File: config.mk
export PLATFORM = sky130hd
export DESIGN_NAME = uart_tx_feeder
export DESIGN_NICKNAME = d
export VERILOG_FILES = /design/src/rtl/uart_tx_feeder.sv
export SDC_FILE = /design/constraint.sdc
export NUM_CORES = 1
export LEC_CHECK = 0
export ABC_AREA = 1
export CORE_ASPECT_RATIO = 1.75
export CORE_MARGIN = 2
export CORE_UTILIZATION = 55
export CTS_CLUSTER_DIAMETER = 100
export DETAILED_ROUTE_END_ITERATION = 8
export GPL_TIMING_DRIVEN = 1
export PLACE_DENSITY = 0.71
export SLEW_MARGIN = 5
export SYNTH_ARGS = -nofsm -noshare
export SYNTH_HDL_FRONTEND = slang
export SYNTH_SLANG_ARGS = --single-unit
File: constraint.sdc
create_clock -name clk -period 6.35 [get_ports clk]
set_input_delay 1.27 -clock clk [delete_from_list [all_inputs] [get_ports clk]]
set_output_delay 1.27 -clock clk [all_outputs]
set_load 0.01 [all_outputs]
File: src/rtl/uart_tx_feeder.sv
// Byte FIFO plus send/busy sequencer feeding uart_tx.
// Optional LF -> CR,LF expansion when UART_TX_FEEDER_CRLF_EN is defined.
module uart_tx_feeder #(
  parameter int DEPTH  = 16,
  parameter int ADDR_W = 4
) (
  input  logic              clk,
  input  logic              rst,
  input  logic              wr_en,
  input  logic [7:0]        wr_data,
  output logic              full,
  output logic              empty,
  output logic [ADDR_W:0]   count,
  output logic              overflow,
  output logic              send,
  output logic [7:0]        data,
  input  logic              busy
);

  typedef enum logic [1:0] {
    IDLE      = 2'd0,
    WAIT_ACK  = 2'd1,
    WAIT_DONE = 2'd2
  } state_t;

  localparam logic [ADDR_W:0] DEPTH_C = (ADDR_W+1)'(DEPTH);

  logic [7:0]        mem [DEPTH];
  state_t            state_q, state_d;
  logic [ADDR_W-1:0] wr_ptr_q, wr_ptr_d;
  logic [ADDR_W-1:0] rd_ptr_q, rd_ptr_d;
  logic [ADDR_W:0]   count_q, count_d;
  logic              overflow_q, overflow_d;
  logic              send_q, send_d;
  logic [7:0]        data_q, data_d;
`ifdef UART_TX_FEEDER_CRLF_EN
  logic              cr_sent_q, cr_sent_d;
`endif

  logic       full_w, empty_w, do_wr, do_pop;
  logic [7:0] head;

  assign full_w  = (count_q == DEPTH_C);
  assign empty_w = (count_q == '0);
  assign do_wr   = wr_en && !full_w;
  assign head    = mem[rd_ptr_q];

  always_comb begin
    // NOTE: every signal gets a default here so no path leaves it unassigned (no latches).
    state_d    = state_q;
    wr_ptr_d   = wr_ptr_q;
    rd_ptr_d   = rd_ptr_q;
    overflow_d = overflow_q;
    send_d     = send_q;
    data_d     = data_q;
    do_pop     = 1'b0;
`ifdef UART_TX_FEEDER_CRLF_EN
    cr_sent_d  = cr_sent_q;
`endif

    if (wr_en && full_w) overflow_d = 1'b1;
    if (do_wr)           wr_ptr_d   = wr_ptr_q + ADDR_W'(1);

    case (state_q)
      IDLE: begin
        send_d = 1'b0;
        if (!empty_w && !busy) begin
          send_d  = 1'b1;
          state_d = WAIT_ACK;
`ifdef UART_TX_FEEDER_CRLF_EN
          // A head LF is sent twice round the loop: first a CR that leaves it queued.
          if (head == 8'h0A && !cr_sent_q) begin
            data_d    = 8'h0D;
            cr_sent_d = 1'b1;
          end else begin
            data_d    = head;
            do_pop    = 1'b1;
            cr_sent_d = 1'b0;
          end
`else
          data_d = head;
          do_pop = 1'b1;
`endif
        end
      end
      WAIT_ACK: begin
        if (busy) begin
          send_d  = 1'b0;
          state_d = WAIT_DONE;
        end
      end
      WAIT_DONE: begin
        if (!busy) state_d = IDLE;
      end
      default: begin
        send_d  = 1'b0;
        state_d = IDLE;
      end
    endcase

    if (do_pop) rd_ptr_d = rd_ptr_q + ADDR_W'(1);
    count_d = count_q + {{ADDR_W{1'b0}}, do_wr} - {{ADDR_W{1'b0}}, do_pop};
  end

  // NOTE: storage is not reset; entries are only read after being written.
  always_ff @(posedge clk) begin
    if (do_wr) mem[wr_ptr_q] <= wr_data;
  end

  // NOTE: sequential state uses non-blocking assignments only.
  always_ff @(posedge clk) begin
    if (rst) begin
      state_q    <= IDLE;
      wr_ptr_q   <= '0;
      rd_ptr_q   <= '0;
      count_q    <= '0;
      overflow_q <= 1'b0;
      send_q     <= 1'b0;
      data_q     <= 8'h00;
`ifdef UART_TX_FEEDER_CRLF_EN
      cr_sent_q  <= 1'b0;
`endif
    end else begin
      state_q    <= state_d;
      wr_ptr_q   <= wr_ptr_d;
      rd_ptr_q   <= rd_ptr_d;
      count_q    <= count_d;
      overflow_q <= overflow_d;
      send_q     <= send_d;
      data_q     <= data_d;
`ifdef UART_TX_FEEDER_CRLF_EN
      cr_sent_q  <= cr_sent_d;
`endif
    end
  end

  assign full     = full_w;
  assign empty    = empty_w;
  assign count    = count_q;
  assign overflow = overflow_q;
  assign send     = send_q;
  assign data     = data_q;

endmodule
After elaboration in Yosys (flattened, before gate mapping)
Memories as Yosys holds them, arrays and structs flattened. A register that Yosys moved wholly into a read port is not among the register bits.
Cells that the tools add are included.
- bits in registers: 17
- bits in writable memories: 128
- bits of input ports: 12
- output and inout port bits: 17
- word-level logic and storage cells: 39
- memories kept: 1
- add/subtract/negate cells: 4
- equality and inequality tests: 6
- muxes and demuxes: 10
- bitwise logic cells: 1
- reduce and logical (&&, ||, !) cells: 11
- memory list (memory ; words ; bits a word ; rd ports ; clocked after Yosys merged registers in ; wr ports ; RTL line ; text):
    mem ; 16 ; 8 ; 1 ; 1 ; 1 ; 28 ; logic [7:0] mem [DEPTH];
- operators with widths (cell ; count):
    $add 4x1->4 const B ; 2
    $mux 2 ; 3
    $ne 2x2->1 const B ; 3
    $pmux 2 s3 ; 1
    $add 5x1->5 ; 1
    $eq 5x5->1 const B ; 1
    $logic_not 5->1 ; 1
    $mux 1 ; 5
    $sub 5x1->5 ; 1
    $reduce_and 2->1 ; 2
    $logic_and 1x1->1 ; 3
    $logic_not 1->1 ; 3
    $pmux 1 s3 ; 1
    $reduce_and 3->1 ; 1
    $eq 2x1->1 const B ; 1
    $eq 2x2->1 const B ; 1
    $logic_not 2->1 ; 1
    $not 1->1 ; 1

Logic depth before layout (Yosys ltp)
Gate-level depths: netlist (run 1).
- word-level depth: 6
- mapped depth: 14
- depth with buffers taken out: 13

Least setup slack after synthesis (run 1)
Ideal clock, no wire load.
- path kind: input -> register
- start point: input port busy
- end point: register count_q[4], in the netlist count[4]
- setup time: 0.122 ns
- arrival time: 2.930 ns
- required time: 6.228 ns
- setup slack: 3.298 ns
- stages on the path: 12
- path buffers: 1
- path through: nor3_1 -> nand2_1 -> inv_1 -> buf_4 -> ha_1 -> inv_1 -> ha_1 -> fa_1 -> a21oi_1 -> o21bai_1 -> o21ai_0 -> a21oi_1
- cells in the longest elaborated chain, start to end: 5
- ends and longest elaborated chain (item ; RTL line ; text):
    start: declaration ; 17 ; input logic busy
    $logic_not 1->1 ; - ;
    $logic_and 1x1->1 ; 67 ; if (!empty_w && !busy) begin
    $mux 1 ; 67 ;
    $mux 1 ; 64 ; case (state_q)
    via do_pop ; 40 ; logic full_w, empty_w, do_wr, do_pop;
    $sub 5x1->5 ; 102 ; count_d = count_q + {{ADDR_W{1'b0}}, do_wr} - {{ADDR_W{1'b0}}, do_pop};
    end signal: assignment ; 127 ; count_q <= count_d;
    end: declaration ; 32 ; logic [ADDR_W:0] count_q, count_d;
The timed path passes the listed nets, and every way through them passes these cells.
A chain may end at the register's enable or synchronous reset.

Worst setup path after layout (run 1)
- start point: input port busy
- end point: register count_q[4], in the netlist count[4]
- cells in the longest elaborated chain, start to end: 5
- ends and longest elaborated chain (item ; RTL line):
    $logic_not 1->1 ; -
    $logic_and 1x1->1 ; 67
    $mux 1 ; 67
    $mux 1 ; 64
    $sub 5x1->5 ; 102
No other way between the ends.

==> results of run 1 <==
-- flip-flops by register name (all words and copies together) (netlist names) --
signal and flops:
rd_ptr_q 4, data 8, wr_ptr_q 4, state_q 2, send 1, mem 128, overflow 1, count 5
-- through the flow --
stage,power (uW),utilization [%]
global placement,1935,58.23
global route,3013,62.88
detailed placement,1954,58.23
CTS,2883,62.88
floorplan,1721,-
finish,2869,62.88
-- cell families (layout without fill, tap and decap cells) --
kind of cell,count (synthesis),in the layout
AO/OA/AOI/OAI,22,22
AND/OR/NAND/NOR,358,358
XOR/XNOR,3,3
flip-flops,153,153
adder cells (fa/ha/maj),12,12
buffers and inverters,128,161
-- layout make-up --
type                    instances  area [um2]
clock buffers                  24       481.7
clock inverters                 8       73.82
fillers                       937        4431
inverters                      99       371.6
multi-input cells             395        1767
flip-flops and latches        153        4345
well taps                     137       171.4
repair buffers                 30       295.3
-- routing by layer --
metal	share of wire, %	vias up
met5	0	-
met4	3.8	0
met3	4.7	29
met2	54	136
met1	38	2137
li1	-	2220
-- where the power goes --
part           switching [uW]  internal (uW)  total, uW
sequential               38.7           1160       1200
clock                     364            569        932
combinational             482            257        738
total                     884           1980       2870
-- layout by cell type, fill, tap and decap left out --
cell / n
dfxtp_1: 24
edfxtp_1: 128
o21a_1: 1
o21bai_1: 1
xor2_1: 2
nor3_1: 1
inv_6: 1
clkinv_2: 4
clkbuf_16: 17
xnor2_1: 1
nand2_1: 219
o21ai_0: 8
buf_4: 2
clkbuf_8: 3
bufinv_16: 1
clkbuf_1: 4
clkinv_1: 2
clkdlybuf4s50_1: 28
inv_2: 1
nor2_1: 43
ha_1: 11
inv_1: 96
nand4_1: 3
fa_1: 1
clkinvlp_4: 2
a21oi_1: 12
dfxtp_2: 1
nand3_1: 92
-- worst register-to-register path: cells and delay by family, from the launching register on --
family / cells / cell delay, ns
buffers and inverters: 3 / 0.60
adders and majority gates: 4 / 1.02
and+or+nand+nor: 2 / 0.25
AOI/OAI and AO/OA: 4 / 0.45
DFF: 1 / 0.38
-- how the worst min path moves through the flow --
stage / from / end / slack [ns] / cells after the start
2_1_floorplan: overflow / overflow / 0.47 / 2
3_3_place_gp: overflow / overflow / 0.44 / 2
3_5_place_dp: overflow / overflow / 0.45 / 2
4_1_cts: overflow / overflow / 0.46 / 2
5_1_grt: overflow / overflow / 0.50 / 2
6_report: overflow / overflow / 0.45 / 2
==> results_dict.tcl, run 1 <==
set metrics [dict create \
    yosys.area_share.xor_xnor_pct 0.3950 \
    grt_pass1_vias 4316 \
    synthArstFlopShare_pct 0 \
    cts.sinks 153 \
    r2r_slack_ns 3.55 \
    final_nets 720 \
    synth_top_area_share_pct 57.78 \
    synth-main-ff-cell "edfxtp_1" \
    finalWorstSetupSlack_ns 2.860 \
    cts_buffer_depth 2 \
    whs_ns 0.4532 \
    path_cells "clkdlybuf4s50_1, nor3_1, nand2_1, inv_1, ha_1, inv_1, ha_1, fa_1, a21oi_1, o21bai_1, o21ai_0, a21oi_1" \
    critPathTopFamily "buffers and inverters" \
    p_per_area_nw_per_um2 382.2 \
    clk_pin_slew_ns 0.06 \
    io_pins 29 \
    numPortBuffers 28 \
    tightest_slew_ns 1.165 \
    yosysMostFrequentCell "nand2_1" \
    slew_headroom_pct 22.25 \
    synth.area.mux_share_pct 0 \
    synthSimpleGateAreaFrac_pct 22.06 \
    wire_per_inst_um 16.98 \
    required_ns 6.65 \
    synth_top_family_by_area "simple AND/OR/NAND/NOR gates" \
    finClkSkew_ns 0.008873 \
    syn_nets 700 \
    clk_root_buffer_cell "clkbuf_16" \
    postCtsHoldBufs 0 \
    setup_viol 0 \
    dp_worst_setup_slack_ns 2.440 \
    cp_num_buf_inv 3 \
    drv_cap 0 \
    remaining_drc_errors 0 \
    cts_setup_buffers 0 \
    cts_resized 0 \
    final_cells 846 \
    drt_iter0_drc 307 \
    fp-row-count 53 \
    dr.pass1.iters 5 \
    hold_viol_final 0 \
    grt.met1_usage_pct 27.59 \
    hold_path.class "flop to flop" \
    die_w_um 87.14 \
    r2r-end "count[4]" \
    viasPerCell 5.345 \
    endpoint_kind "flop" \
    synth_commonest_cells "219 x nand2_1, 128 x edfxtp_1, 96 x inv_1" \
    drive_gt1_share_pct 4.513 \
    hpwl_mm 9.175 \
    cts_max_level 4 \
    dp.cells 814 \
    grt_max_degree 68 \
    crit_path_start "busy" \
    busiest_layer "met2" \
    diodes 0 \
    synth.yosys.warnings 0 \
    antenna_left 0 \
    crit_path_start_kind "primary input" \
    crit_end "count[4]" \
    r2r_start "count[2]" \
    cts_made_buffers 17 \
    cp.arrival_ns 3.79 \
    status "finished clean" \
    drt_wl_total_mm 14.36 \
    initial_core_util_pct 55.73 \
    die_h_um 149.5 \
    min_period_over_period_pct 54.97 \
    synth_cells 676 \
    grt_use_total_pct 23.38 \
    num_vias 4522 \
    use_met2_pct 40.57 \
    setup_tns_ns 0 \
    synthAdderAreaFrac_pct 2.370 \
    yosys.area.top_type "edfxtp_1" \
    period_needed_ns 3.490 \
    grt_pass1_wl_mm 22.31 \
    grt.overflow.total 0 \
    synth_compound_gate_area_share_pct 1.730 \
    ys_ff_latch 153 \
    seq_area_frac_synth_pct 65.30 \
    synthDistinctLibCells 22 \
    crit_fanout 21 \
    p_leak_uw 0.003165 \
    vdd_drop_max_mv 0.3236 \
    synth-edff-count 128 \
    cts_tree "built" \
    cp_slowest_cell "inv_1" \
    design.die.area_um2 13030 \
    rsz0062_at_grt "no" \
    max_stage_delay_ns 0.47 \
    met3_usage_pct 4.468 \
    area_delta_synth_final_pct 12.83 \
    coreArea_um2 11940 \
    ff2ff_path_depth 13 \
    fin_area_um2 7506 \
    path_depth 12 \
    place_congestion 0.9349 \
    ys_top_cells_by_area "edfxtp_1 58%, nand2_1 12%, dfxtp_1 7.5%" \
    setup.worst_path.class "primary input to flop" \
    clk_latency_ns 0.41 \
    synth_area_um2 6653 \
    final_max_slew_viol_count 0 \
    placed_area_um2 6950 \
    fmax_mhz 286.5 \
    antenna_found_initial 0 \
    synth_area_per_cell_um2 9.841 \
]
(Power assumes the default switching activity.)
==> run 2, diff against run 1 <==
==> constraint.sdc (replaced) <==
create_clock -name clk -period 3.41 [get_ports clk]
set_input_delay 0.682 -clock clk [delete_from_list [all_inputs] [get_ports clk]]
set_output_delay 0.682 -clock clk [all_outputs]
set_load 0.01 [all_outputs]
==> run 2 against run 1 <==
Effect of this change: via count is 3.4% higher; global-route usage increased by 2.2 points; flip-flop and latch count unchanged; clock skew increased by 0.0018 ns; register-to-register slack worse by 2.7 ns; final cell count grew 0.24%; worst hold slack better by 0.023 ns; cell area is 0.85% higher; sequential share of layout area shrank 0.49 points; largest power group unchanged.
==> results_dict.tcl, run 2 (synthesis gave the netlist of run 1 again) <==
set metrics [dict create \
    status "finished clean" \
    power_uw 5547 \
    cts.sinks 153 \
    cts_setup_buffers 0 \
    cts_buffer_depth 2 \
    switching_power_uw 1750 \
    clk_latency_ns 0.42 \
    largest_register "mem" \
    hold_path.class "flop to flop" \
    remaining_drc_errors 0 \
    cts_tree "built" \
    hpwl_mm 9.691 \
    antenna_left 0 \
    initial_core_util_pct 55.73 \
    drt_iter0_drc 397 \
    dp.cells 817 \
    setup_viol 0 \
    largest_reg_flops 128 \
    setup.worst_path.class "primary input to flop" \
    dr.pass1.iters 5 \
    internal_power_uw 3797 \
    pwr-share-comb_pct 25.5 \
    hold_viol_final 0 \
    design.die.area_um2 13030 \
    clk_pin_slew_ns 0.06 \
    cp.arrival_ns 2.93 \
    final_common_cell "nand2_1" \
    mostFrequentLayoutCells "219 x nand2_1, 128 x edfxtp_1, 96 x inv_1, 92 x nand3_1, 43 x nor2_1" \
    setup_tns_ns 0 \
    cp_slowest_cell "clkdlybuf4s50_1" \
    die_h_um 149.5 \
    p_seq_share_pct 40.2 \
    max_stage_delay_ns 0.50 \
    num_vias 4678 \
    cts_resized 0 \
    io_pins 29 \
    rsz0062_at_grt "no" \
    grt.overflow.total 0 \
    crit_fanout 7 \
    grt_max_degree 67 \
    finClkSkew_ns 0.01070 \
    min_period_over_period_pct 77.11 \
    vdd_drop_max_mv 0.5335 \
    viasPerCell 5.517 \
    p_leak_uw 0.003187 \
    numPortBuffers 28 \
    grt_pass1_vias 4625 \
    required_ns 3.71 \
    diodes 0 \
    grt_pass1_wl_mm 24.17 \
    drive_gt1_share_pct 5.063 \
    clk_root_buffer_cell "clkbuf_16" \
    wire_per_inst_um 18.43 \
    cts_max_level 4 \
    period_needed_ns 2.629 \
    p_per_area_nw_per_um2 732.8 \
    coreArea_um2 11940 \
    die_w_um 87.14 \
    grt_use_total_pct 25.59 \
    postCtsHoldBufs 0 \
    slew_headroom_pct 24.48 \
    area_delta_synth_final_pct 13.79 \
    fmax_mhz 380.3 \
    switching_share_pct 31.55 \
    final_max_slew_viol_count 0 \
    final_nets 723 \
    endpoint_kind "flop" \
    clkPwrFrac_pct 34.4 \
    crit_path_start_kind "primary input" \
    drv_cap 0 \
    fillers 947 \
    antenna_found_initial 0 \
    place_congestion 0.8192 \
    path_cells "clkdlybuf4s50_1, nor3_1, nand2_1, inv_1, ha_1, inv_1, ha_1, fa_1, a21oi_1, o21bai_1, o21ai_0, a21oi_1" \
    final_cells 848 \
    fp-row-count 53 \
    cts_made_buffers 17 \
    drt_wl_total_mm 15.63 \
    tightest_slew_ns 1.133 \
]
[run 2: cell count changes in the layout (fill, tap and decap cells not counted), moves of 3 or more]
cell,before,now
buf_4,2,5
clkinv_2,4,0
clkbuf_8,3,0
clkbuf_1,4,0
inv_6,1,4
[run 2: stage by stage]
| step | instance area [um2] | util (%) | hold slack (ns) | setup slack [ns] |
|---|---|---|---|---|
| detailed placement | 6973 | 58.42 | 0.4673 | 0.3547 |
| finish | 7570 | 63.42 | 0.4763 | 0.7805 |
| global route | 7570 | 63.42 | 0.5147 | 0.5743 |
| floorplan | 6653 | - | 0.4740 | 0.9458 |
| global placement | 6973 | 58.42 | 0.4420 | 0.4547 |
| CTS | 7570 | 63.42 | 0.4823 | 0.7929 |
[run 2: power groups by stage]
| stage | Clock, uW | Sequential [uW] | Combinational (uW) |
|---|---|---|---|
| floorplan | 0 | 2280 | 923 |
| global placement | 0 | 2260 | 1370 |
| detailed placement | 0 | 2260 | 1390 |
| CTS | 1910 | 2230 | 1410 |
| global route | 2000 | 2240 | 1580 |
| finish | 1910 | 2230 | 1410 |
[run 2: worst paths after layout]
| kind | startpoint | endpoint | slack (ns) | cells past startpoint |
|---|---|---|---|---|
| setup / recovery | busy | count[4] | 0.78 | 12 |
| hold / removal | overflow | overflow | 0.48 | 2 |
| setup reg to reg | count[3] | count[4] | 0.84 | 13 |
| hold reg to reg | overflow | overflow | 0.48 | 2 |
[run 2: metal layers]
layer  vias up  GRT usage (%)  wire [um]
met5         -              0          0
met4         0          13.15        636
met3        54          4.468        811
met2       174          44.58       8534
met1      2224          29.72       5649
li1       2226              -          -
[run 2: layout make-up]
type | count | area (um2) | area share [%]
Clock buffer | 17 | 425.4 | 5.620
Tap cell | 137 | 171.4 | 2.264
Sequential cell | 153 | 4345 | 57.40
Inverter | 99 | 371.6 | 4.909
Multi-Input combinational cell | 395 | 1767 | 23.34
Clock inverter | 14 | 171.4 | 2.264
Timing Repair Buffer | 33 | 317.8 | 4.198
[run 2: critical path: cells and delay by family]
family                   cells  cell delay (ns)
AO/OA/AOI/OAI                4             0.48
adder cells (fa/ha/maj)      3             0.90
buffers and inverters        3             0.63
AND/OR/NAND/NOR              2             0.23
==> run 3, diff against run 2 <==
--- a/config.mk
+++ b/config.mk
@@ -8,11 +8,11 @@
 export ABC_AREA = 1
 export CORE_ASPECT_RATIO = 1.75
 export CORE_MARGIN = 2
-export CORE_UTILIZATION = 55
+export CORE_UTILIZATION = 54
 export CTS_CLUSTER_DIAMETER = 100
 export DETAILED_ROUTE_END_ITERATION = 8
 export GPL_TIMING_DRIVEN = 1
-export PLACE_DENSITY = 0.71
+export PLACE_DENSITY = 0.73
 export SLEW_MARGIN = 5
 export SYNTH_ARGS = -nofsm -noshare
 export SYNTH_HDL_FRONTEND = slang
==> constraint.sdc (replaced) <==
create_clock -name clk -period 2.2 [get_ports clk]
set_input_delay 0.44 -clock clk [delete_from_list [all_inputs] [get_ports clk]]
set_output_delay 0.44 -clock clk [all_outputs]
set_load 0.01 [all_outputs]
==> run 3 against run 2 <==
Effect of this change: the run now ends with setup timing left; combinational power up 78%; utilization up 3.0 points; clock power up 55%; critical path depth up 1; cell area up 5.4%; non-clock buffer count up 36; wire length down 3.3%; register-to-register slack worse by 0.85 ns; die area up 1.8%; clock-buffer cell count unchanged; clock skew up 0.0011 ns; worst hold slack better by 0.0032 ns; critical endpoint unchanged; highest routed layer unchanged.
==> results_dict.tcl, run 3 (synthesis gave the netlist of run 1 again) <==
set metrics [dict create \
    initial_core_util_pct 55.43 \
    diodes 0 \
    wire_per_inst_um 16.56 \
    fp-row-count 53 \
    drt_iter0_drc 439 \
    fmax_mhz 453.5 \
    grt_pass1_vias 4732 \
    grt_max_degree 67 \
    remaining_drc_errors 0 \
    viasPerCell 5.249 \
    hold_viol_final 0 \
    postCtsHoldBufs 0 \
    whs_ns 0.4795 \
    cts_max_level 4 \
    mostFrequentLayoutCells "218 x nand2_1, 128 x edfxtp_1, 92 x inv_1, 92 x nand3_1, 43 x nor2_1" \
    place_congestion 0.9343 \
    final_util_pct 66.44 \
    cts_buffer_depth 2 \
    placed_area_um2 7320 \
    cp_slowest_cell "dfxtp_4" \
    path_cells "inv_4, ha_4, nand4_1, nand2_2, inv_2, ha_4, inv_2, ha_4, fa_2, a21oi_2, o21bai_1, o21ai_1, a21oi_1" \
    cp.arrival_ns 2.51 \
    crit_path_start "count[3]" \
    clk_latency_ns 0.42 \
    r2r_start "count[3]" \
    finClkSkew_ns 0.01185 \
    grt_pass1_wl_mm 23.47 \
    largest_reg_flops 128 \
    io_pins 29 \
    min_period_over_period_pct 100.2 \
    cts_made_buffers 17 \
    hold_path.class "flop to flop" \
    grt.overflow.total 0 \
    drv_cap 0 \
    hpwl_mm 9.788 \
    final_common_cell "nand2_1" \
    crit_path_start_kind "flop" \
    setup_viol 1 \
    numPortBuffers 28 \
    p_per_area_nw_per_um2 1121 \
    period_needed_ns 2.205 \
    final_nets 759 \
    path_common_cell "ha_4" \
    power_uw 8937 \
    largest_register "mem" \
    final_max_slew_viol_count 0 \
    violations "setup timing" \
    antenna_found_initial 0 \
    crit_fanout 3 \
    tightest_slew_ns 0.7236 \
    grt_use_total_pct 24.50 \
    dr.pass1.iters 5 \
    p_leak_uw 0.003431 \
    clk_pin_slew_ns 0.06 \
    vdd_drop_max_mv 1.126 \
    coreArea_um2 12000 \
    fin_area_um2 7975 \
    finalWorstSetupSlack_ns -0.005165 \
    status "finished with violations" \
    max_stage_delay_ns 0.36 \
    num_vias 4792 \
    area_delta_synth_final_pct 19.88 \
    rsz0062_at_grt "yes" \
    drt_wl_total_mm 15.12 \
    design.die.area_um2 13260 \
    die_h_um 150.8 \
    cts_tree "built" \
    required_ns 2.51 \
    die_w_um 87.91 \
    drive_gt1_share_pct 11.76 \
    slew_headroom_pct 51.61 \
    cts.sinks 153 \
    clk_root_buffer_cell "clkbuf_16" \
    setup.worst_path.class "flop to flop" \
    endpoint_kind "flop" \
    antenna_left 0 \
    holdCritStartpoint "overflow" \
]
run 3: final cells by class:
cell class,count,area [um2]
Sequential cell,153,4350
Timing Repair Buffer,69,618.1
Clock inverter,15,180.2
Multi-Input combinational cell,395,1821
Inverter,99,374.1
Tap cell,165,206.4
Clock buffer,17,425.4
Fill cell,880,4028
run 3: what timing repair did:
item | in CTS | in global routing
endpoints found under the setup margin | 1 | 5
pin swaps | 4 | 7
resized for setup | 0 | 3
setup buffers | 2 | 3
run 3: metrics by stage:
| step | TNS (ns) | setup WS [ns] | std cells |
|---|---|---|---|
| after detailed placement | -1.179 | -0.3996 | 876 |
| final | -0.005165 | -0.005165 | 913 |
| after global placement | -0.7533 | -0.3546 | 876 |
| after CTS | 0 | 0.001747 | 910 |
| after floorplan | -0.06210 | -0.06210 | 676 |
| after global routing | -0.1294 | -0.1288 | 913 |
run 3: power by group:
part           internal (uW)  total, uW  switching [uW]
Combinational            973       2510            1540
Sequential              3350       3460             112
Clock                   1720       2970            1250
run 3: routing by layer:
layer | GRT usage, % | vias to the layer above | part of all wire [%] | routed length, um
met5 | 0 | - | 0 | 0
met4 | 15.31 | 0 | 4.1 | 614
met3 | 3.760 | 39 | 4.9 | 734
met2 | 43.60 | 184 | 56 | 8472
met1 | 26.57 | 2268 | 35 | 5299
li1 | - | 2301 | - | -
run 3: path summary, 6_finish.rpt:
path	end	cells after the start	slack, ns
max	count[4]	13	-0.005
min	overflow	2	0.48
max reg2reg	count[4]	13	-0.005
min reg2reg	overflow	2	0.48
run 3: critical path: cells and delay by family, from the launching register on:
family	cells	cell delay [ns]
adders and majority gates	4	0.88
AOI/OAI and AO/OA	4	0.44
DFF	1	0.36
and+or+nand+nor	2	0.27
buffers and inverters	3	0.14
